**config.mk**
```make
export PLATFORM = sky130hd
export DESIGN_NAME = pc_fetch_seq
export DESIGN_NICKNAME = d
export VERILOG_FILES = /design/src/rtl/pc_seq_pkg.sv /design/src/rtl/seq_timeout_ctr.sv /design/src/rtl/pc_fetch_seq.sv
export SDC_FILE = /design/constraint.sdc
export NUM_CORES = 1
export LEC_CHECK = 0
export ABC_AREA = 1
export CORE_ASPECT_RATIO = 0.5
export CORE_MARGIN = 4
export CORE_UTILIZATION = 33
export DETAILED_ROUTE_END_ITERATION = 6
export GPL_ROUTABILITY_DRIVEN = 0
export PLACE_DENSITY = 0.75
export SYNTH_ARGS = -nofsm -noshare
export SYNTH_HDL_FRONTEND = slang
export SYNTH_SLANG_ARGS = --single-unit
```
**constraint.sdc**
```tcl
create_clock -name clk -period 1.19 [get_ports clk]
set_clock_uncertainty 0.1 [all_clocks]
set_input_delay 0.238 -clock clk [delete_from_list [all_inputs] [get_ports clk]]
set_output_delay 0.238 -clock clk [all_outputs]
set_load 0.02 [all_outputs]
```
**src/rtl/pc_seq_pkg.sv**
```systemverilog
// Shared PC control codes and fetch-sequencer state encoding.
package pc_seq_pkg;

   localparam logic [1:0] PC_HOLD = 2'b00;
   localparam logic [1:0] PC_LOAD = 2'b01;
   localparam logic [1:0] PC_INC  = 2'b10;
   localparam logic [1:0] PC_ADD  = 2'b11;

   localparam logic [1:0] IDLE  = 2'd0;
   localparam logic [1:0] FETCH = 2'd1;
   localparam logic [1:0] ISSUE = 2'd2;

endpackage

```
**src/rtl/seq_timeout_ctr.sv**
```systemverilog
// Fetch watchdog: counts FETCH cycles without an ack, flags the TIMEOUT-th one.
module seq_timeout_ctr #(
   parameter int TIMEOUT = 15
) (
   input  logic clk,
   input  logic clr,
   input  logic start,
   input  logic tick,
   output logic expired
);

   localparam int CW = $clog2(TIMEOUT);

   logic [CW-1:0] count;

   always_ff @(posedge clk or posedge clr) begin
      if (clr)
         count <= '0;
      else if (start)
         count <= '0;
      else if (tick)
         count <= count + CW'(1);
   end

   // Fires during the last waiting cycle so the FSM leaves FETCH at that edge.
   assign expired = tick && (count == CW'(TIMEOUT - 1));

endmodule

```
**src/rtl/pc_fetch_seq.sv**
```systemverilog
// Fetch sequencer: drives PC control, fetches over req/ack, issues over valid/ready.
// Optional fetch watchdog enabled by PC_FETCH_TIMEOUT_EN.
module pc_fetch_seq
   import pc_seq_pkg::*;
#(
   parameter int D_WIDTH = 4,
   parameter int I_WIDTH = 16,
   parameter int TIMEOUT = 15
) (
   input  logic               clk,
   input  logic               clr,
   input  logic               run,
   output logic               mem_req,
   input  logic               mem_ack,
   input  logic [I_WIDTH-1:0] mem_data,
   output logic [I_WIDTH-1:0] ir_out,
   output logic               ir_valid,
   input  logic               ir_ready,
   input  logic               br_req,
   input  logic               br_rel,
   input  logic [D_WIDTH-1:0] br_target,
   output logic               br_ack,
   output logic [1:0]         pc_ctrl,
   output logic [D_WIDTH-1:0] pc_in,
   output logic               busy,
   output logic               fault
);

   if (TIMEOUT < 2) begin : g_bad_timeout
      $error("TIMEOUT must be at least 2");
   end

   logic [1:0] state, state_nxt;
   logic       redirect, load_ir, drop_ir, expired;

   always_comb begin
      state_nxt = state;
      mem_req   = 1'b0;
      br_ack    = 1'b0;
      pc_ctrl   = PC_HOLD;
      pc_in     = '0;
      load_ir   = 1'b0;
      drop_ir   = 1'b0;
      redirect  = 1'b0;
      case (state)
         IDLE: begin
            if (!fault) begin
               if (br_req)
                  redirect = 1'b1;
               else if (run)
                  state_nxt = FETCH;
            end
         end
         FETCH: begin
            mem_req = 1'b1;
            if (mem_ack) begin
               pc_ctrl   = PC_INC;
               load_ir   = 1'b1;
               state_nxt = ISSUE;
            end else if (expired) begin
               state_nxt = IDLE;
            end
         end
         ISSUE: begin
            if (br_req) begin
               redirect = 1'b1;
            end else if (ir_ready) begin
               drop_ir   = 1'b1;
               state_nxt = run ? FETCH : IDLE;
            end
         end
         default: state_nxt = IDLE;
      endcase
      // A redirect flushes any held instruction; relative offsets land on the incremented PC.
      if (redirect) begin
         br_ack    = 1'b1;
         pc_in     = br_target;
         pc_ctrl   = br_rel ? PC_ADD : PC_LOAD;
         drop_ir   = 1'b1;
         state_nxt = run ? FETCH : IDLE;
      end
   end

   always_ff @(posedge clk or posedge clr) begin
      if (clr) begin
         state    <= IDLE;
         ir_out   <= '0;
         ir_valid <= 1'b0;
      end else begin
         state <= state_nxt;
         if (load_ir) begin
            ir_out   <= mem_data;
            ir_valid <= 1'b1;
         end else if (drop_ir) begin
            ir_valid <= 1'b0;
         end
      end
   end

   assign busy = (state != IDLE);

`ifdef PC_FETCH_TIMEOUT_EN
   logic wd_start, wd_tick;

   assign wd_start = (state != FETCH) && (state_nxt == FETCH);
   assign wd_tick  = (state == FETCH) && !mem_ack;

   seq_timeout_ctr #(.TIMEOUT(TIMEOUT)) u_wd (
      .clk     (clk),
      .clr     (clr),
      .start   (wd_start),
      .tick    (wd_tick),
      .expired (expired)
   );

   always_ff @(posedge clk or posedge clr) begin
      if (clr)
         fault <= 1'b0;
      else if (expired)
         fault <= 1'b1;
   end
`else
   assign expired = 1'b0;
   assign fault   = 1'b0;
`endif

endmodule

```
==> results by group, run 1 <==
Die
  • Die X-Extent: between 80 and 90 um
  • Starting Density: 0.3452
  • # IOs: 54
  • Core area: 2603 sq um
  • Std-Cell Rows: 13
  • Die Height: around 45 um
  • Die area: 3672 sq um

Finish
  • Final net count: about 210
  • Layout cell share with drive strength beyond 1: 0.3446
  • Antenna cells: 0
  • FF/Latch Area: 476.7 sq um
  • Area Overhead vs Synth: 76.46%
  • Commonest non-fill, non-tap cell in the layout: nand2_1
  • Final std cells w/o fill: 214
  • Post-layout util: 0.6091
  • # fillers: 228
  • Most frequent cells in the layout: nand2_1, clkdlybuf4s50_1, nand3_1, dfrtp_1, buf_2
  • Multi-input logic area: 386.6 sq um

Routing
  • DRC violations left: 0
  • First-pass iteration count of the detailed router: 2
  • Vias post-DR: 904
  • Vias per inst: 4.224
  • Final antenna-violating net count: 0
  • First DRT Iteration DRCs: 34
  • DR WL/cell: 11.08 um
  • Total Routed Length: 2372 um

Logic synthesis
  • Synth Area in Adders: 0
  • Ys Warns: 0
  • Top cells by area in the synthesized netlist: dfrtp_1, nand2_1, nand3_1, inv_1, buf_4
  • Syn_nets: approximately 140
  • Syn Std Cell Area: 898.4 sq um
  • Cell variety after synth: 13
  • Cells after Synth: 112
  • Synth Register Bits: 19
  • Multiplexer share of the synthesized area: 0
  • Synth top area share: 0.5292
  • Compound-Gate Fraction of Synth Area: 0
  • Synthesized area per cell: around 8 sq um
  • Post-Synth Simple-Gate Area: 0.3635
  • Main combinational cell family by area after synthesis: simple AND/OR/NAND/NOR gates
  • Synth area leader: dfrtp_1
  • XOR/XNOR Fraction of Synth Area: 0
  • Seq/Total Area, Yosys: 0.5292

Job
  • Max Cap Violations: 0

Setup path
  • WP data arrival: 1.14 ns
  • Critical path class: reg2out
  • Crit path required time: 0.85 ns
  • CP Capture Type: output port
  • Startpoint types: register
  • Crit path max fanout: 6

Worst hold path
  • Hold Path Class: in2async

STA
  • Final Max Tran Viols: 0
  • F_max: 0.6773 GHz
  • # setup viols final: 28
  • Final Cycle Share: 1.241
  • RSZ-0062 raised after global routing: true
  • Final Hold Fails: 0
  • Fin crit period: 1.477 ns
  • Worst setup margin: -0.2865 ns
  • Worst hold slack: 0.1805 ns

GRT
  • Initial antenna violation count: 0
  • First-pass GRT wire length: 3698 um
  • Vias in the first global route: 843
  • Largest net degree at the start of global routing: 20
  • Total track usage: 0.1301
  • GR Overflow Total: 0

CTS
  • CTS tree: yes
  • H-tree levels: 1
  • Clk sinks: 19
  • CTS Buffer Depth: 2
  • CTS Buf Count: 3
  • Root buffer cell: clkbuf_8
  • Reg clk slew, reported paths: around 0.080 ns
  • Clock Latency Late Sink: 0.25 ns

Run status
  • Status: complete, but fails checks
  • Failing checks: negative setup slack

Power and ir drop
  • Power Density: 2424 nW/um^2
  • Worst VDD drop: ~1.1 mV
  • Leak pwr: approximately 0.86 nW

Place
  • Number of port buffers: 52
  • Hpwl dp: 1825 um
  • Placed Instances: 208
[kinds of logic after synthesis]
| logic type | count (synthesis) |
|---|---|
| buffers and inverters | 19 |
| and+or+nand+nor | 73 |
| DFF | 19 |
| other | 1 |
[power breakdown]
part	switching [W]	internal, W
logic	0.00129	0.000961
registers	0.000173	0.000952
clock network	0.000226	0.000236
[Yosys cell counts (all sizes together)]
| master | n |
|---|---|
| nand2 | 45 |
| nand3 | 20 |
| dfrtp | 19 |
| inv | 13 |
| nor2 | 7 |
| buf | 6 |
| conb | 1 |
| nand3b | 1 |
[final timing paths]
check | from | end | slack [ns] | cells past startpoint
worst max-delay path | state[0]$_DFFE_PP0P_ | pc_ctrl[1] | -0.29 | 6
min in group clk | ir_out[5]$_DFFE_PP0P_ | ir_out[5]$_DFFE_PP0P_ | 0.37 | 2
max in group asynchronous | clr | state[1]$_DFFE_PP0P_ | 0.66 | 3
worst min-delay path | clr | ir_out[8]$_DFFE_PP0P_ | 0.18 | 3
worst min register to register | ir_out[5]$_DFFE_PP0P_ | ir_out[5]$_DFFE_PP0P_ | 0.37 | 2
worst max register to register | state[0]$_DFFE_PP0P_ | ir_valid$_DFFE_PP0P_ | -0.15 | 7
[flip-flops by register name, summed over array words and instances (netlist names)]
name      flops
ir_out       16
ir_valid      1
state         2
[per-layer routing]
| metal | global-route usage | wire, um | vias to the layer above | part of all wire |
|---|---|---|---|---|
| met2 | 0.2215 | 1172 | 22 | 0.49 |
| met3 | 0.04183 | 168 | 2 | 0.071 |
| met5 | 0 | 0 | - | 0 |
| met4 | 0.01987 | 16 | 0 | 0.0067 |
| li1 | - | - | 470 | - |
| met1 | 0.1677 | 1015 | 410 | 0.43 |
[worst max-delay path: stages (launching register included)]
cell     delay (ns)
dfrtp_1        0.41
inv_4          0.13
nand2_8        0.09
inv_6          0.07
nand2_4        0.04
nand2_4        0.05
buf_6          0.11
[layout make-up]
cell class	count	area share
timing repair buffer	67	0.3599
clock inverter	1	0.004736
inverter	13	0.03552
multi-input combinational	74	0.2439
clock buffer	3	0.02605
sequential	19	0.3007
tap	37	0.02920
[through the flow]
stage | total power, W | setup TNS, ns | setup slack (ns) | area, sq um
after detailed placement | 0.003507 | -11.31 | -0.8106 | 1559
after floorplan | 0.002330 | -0.1126 | -0.08929 | 925.9
after global placement | 0.003462 | -11.08 | -0.8021 | 1559
after CTS | 0.003844 | -2.760 | -0.2916 | 1568
final | 0.003843 | -3.066 | -0.2865 | 1585
after global routing | 0.004085 | -4.485 | -0.3312 | 1585
[timing repair]
action / in CTS / in global routing
gates cloned: 0 / 0
pin swaps: 2 / 0
setup endpoints to repair: 35 / 28
gates resized for setup: 131 / 3
hold buffers: 0 / 0
buffers inserted: 1 / 1
Power figures use the tool's default switching activity.
==> run 2, diff against run 1 <==
--- a/config.mk
+++ b/config.mk
@@ -11,7 +11,7 @@
 export CORE_UTILIZATION = 33
 export DETAILED_ROUTE_END_ITERATION = 6
 export GPL_ROUTABILITY_DRIVEN = 0
-export PLACE_DENSITY = 0.75
+export PLACE_DENSITY_LB_ADDON = 0.05
 export SYNTH_ARGS = -nofsm -noshare
 export SYNTH_HDL_FRONTEND = slang
 export SYNTH_SLANG_ARGS = --single-unit
==> constraint.sdc (replaced) <==
create_clock -name clk -period 1.3 [get_ports clk]
set_clock_uncertainty 0.1 [all_clocks]
set_input_delay 0.26 -clock clk [delete_from_list [all_inputs] [get_ports clk]]
set_output_delay 0.26 -clock clk [all_outputs]
set_load 0.02 [all_outputs]
==> run 2 against run 1 <==
Net effect:
- register-to-register slack gained 0.22 ns
- worst hold slack gained 0.037 ns
- sequential power fell by 9.7%
- wire length shrank 1.5%
- largest power group unchanged
- the flow still finishes with violations (negative setup slack)
- sequential share of layout area is 0.10 points lower
- critical endpoint unchanged
- critical path type unchanged
- total power down 9.8%
- clock power fell by 11%
==> results by group, run 2 (synthesis results as in run 1) <==
Routing
  • DR WL/cell: approximately 11 um
  • Final antenna-violating net count: 0
  • First-pass iteration count of the detailed router: 2
  • Total Routed Length: 2336 um
  • Vias post-DR: 928
  • Vias per inst: ~4.3
  • First DRT Iteration DRCs: 9
  • DRC violations left: 0

Setup path
  • Crit path top cell by count: nand2_4
  • Crit path required time: 0.94 ns
  • Slowest-stage cell, CP: dfrtp_1
  • Critical path class: reg2out
  • Startpoint types: register
  • Crit-path leading delay family: flip-flops
  • CP Capture Type: output port
  • Critical path, cell by cell: inv_4 > nand2_4 > inv_2 > nand2_2 > nand2_4 > buf_6
  • Crit path max fanout: 6
  • WP data arrival: 1.14 ns
  • Slowest stage delay, CP: 0.41 ns
  • WP buf/inv: 3

CTS
  • CTS tree: yes
  • Reg clk slew, reported paths: ~0.07 ns
  • Root buffer cell: clkbuf_8
  • CTS Buf Count: 3
  • Clock Latency Late Sink: 0.25 ns
  • CTS Buffer Depth: 2
  • Post-CTS Hold Fix Bufs: 0
  • Clk sinks: 19
  • H-tree levels: 1

STA
  • RSZ-0062 raised after global routing: true
  • Final Cycle Share: 1.151
  • # setup viols final: 9
  • F_max: 0.6683 GHz
  • Fin crit period: 1.496 ns
  • Final Max Tran Viols: 0
  • Worst setup margin: -0.1963 ns
  • Final Hold Fails: 0

Job
  • Max Cap Violations: 0

Die
  • Die X-Extent: between 80 and 90 um
  • Starting Density: 0.3452
  • # IOs: 54
  • Die Height: roughly 45 um
  • Std-Cell Rows: 13
  • Core area: 2603 sq um
  • Die area: approximately 3700 sq um

Finish
  • # fillers: about 260
  • Largest reg by FF count: ir_out
  • Most frequent cells in the layout: nand2_1, clkdlybuf4s50_1, nand3_1, dfrtp_1, buf_4
  • Top flop regs: ir_out x16, state x2, ir_valid x1
  • Final net count: about 210
  • Commonest non-fill, non-tap cell in the layout: nand2_1
  • Final std cells w/o fill: 217
  • Max reg flops: 16
  • Layout cell share with drive strength beyond 1: 0.3222
  • Antenna cells: 0
  • Area Overhead vs Synth: 76.60%

GRT
  • Total track usage: 0.1345
  • First-pass GRT wire length: 3760 um
  • Initial antenna violation count: 0
  • Vias in the first global route: between 800 and 900
  • GR Overflow Total: 0
  • Largest net degree at the start of global routing: 20

Power and ir drop
  • Leak pwr: 0.8644 nW
  • Logic pwr share: 0.587
  • Net Sw Power: 0.001488 W
  • Power Density: 2184 nW/um^2
  • Sw Ratio: 0.4294
  • Seq pwr share: 0.294
  • Internal cell power: 0.001977 W
  • Worst VDD drop: 1.030 mV
  • Clk network pwr share: 0.119

Run status
  • Failing checks: negative setup slack
  • Status: complete, but fails checks

Place
  • Setup WS pre-CTS: -0.7118 ns
  • Hpwl dp: 1716 um
  • Number of port buffers: 52
  • Placed Instances: 207

Worst hold path
  • Hold Path Class: in2async
-- run 2: layout make-up --
cell class              count  area [sq um]  share of cell area
clock buffers               3         41.29             0.02603
clock inverters             1         7.507            0.004732
inverters                  13         51.30             0.03233
multi-input cells          74         360.3              0.2271
flip-flops and latches     19         475.5              0.2997
well taps                  37         46.29             0.02918
repair buffers             70         604.3              0.3809
-- run 2: final timing paths --
check / start / to / slack [ns] / depth (start not counted)
worst max register to register: state[1]$_DFFE_PP0P_ / ir_out[6]$_DFFE_PP0P_ / 0.07 / 6
max in group asynchronous: clr / ir_out[11]$_DFFE_PP0P_ / 0.68 / 3
worst min-delay path: clr / ir_out[7]$_DFFE_PP0P_ / 0.22 / 3
worst min register to register: ir_out[9]$_DFFE_PP0P_ / ir_out[9]$_DFFE_PP0P_ / 0.37 / 2
min in group clk: ir_out[9]$_DFFE_PP0P_ / ir_out[9]$_DFFE_PP0P_ / 0.37 / 2
worst max-delay path: state[0]$_DFFE_PP0P_ / pc_ctrl[1] / -0.20 / 6
-- run 2: power by group through the flow --
stage	clock network (W)	registers (W)	logic, W
2_1_floorplan	0	0.00135	0.000760
3_3_place_gp	0	0.00104	0.00210
3_5_place_dp	0	0.00104	0.00212
4_1_cts	0.000431	0.00102	0.00213
5_1_grt	0.000451	0.00106	0.00223
6_report	0.000413	0.00102	0.00203
-- run 2: metal layers --
layer | vias up | wire, um | track usage | share of wire
met3 | 0 | 236 | 0.05378 | 0.10
met5 | - | 0 | 0 | 0
met1 | 423 | 1009 | 0.1677 | 0.43
met2 | 32 | 1089 | 0.2279 | 0.47
met4 | 0 | 0 | 0.01987 | 0
li1 | 473 | - | - | -
-- run 2: worst reg2reg max path, cell delays in order (launching register included) --
cell and delay [ns]:
dfrtp_1 0.39, buf_6 0.13, nor2_8 0.12, nand2_4 0.07, buf_4 0.20, nand2_1 0.08, nand2_1 0.05
-- run 2: per-stage QoR --
stage | hold slack, ns | total power [W] | setup TNS (ns) | cell area [sq um] | util
6_report | 0.2175 | 0.003465 | -1.321 | 1587 | 0.6096
3_5_place_dp | 0.3570 | 0.003156 | -6.945 | 1521 | 0.5846
4_1_cts | 0.2243 | 0.003580 | -1.342 | 1609 | 0.6183
3_3_place_gp | 0.3539 | 0.003134 | -6.955 | 1521 | 0.5846
2_1_floorplan | 0.1111 | 0.002109 | -0.008155 | 908.4 | -
5_1_grt | 0.2706 | 0.003742 | -1.976 | 1587 | 0.6096
-- run 2: repair_timing --
item,in CTS,in global routing
resized for setup,94,13
setup buffers,4,2
pin swaps,1,0
endpoints found under the setup margin,27,32
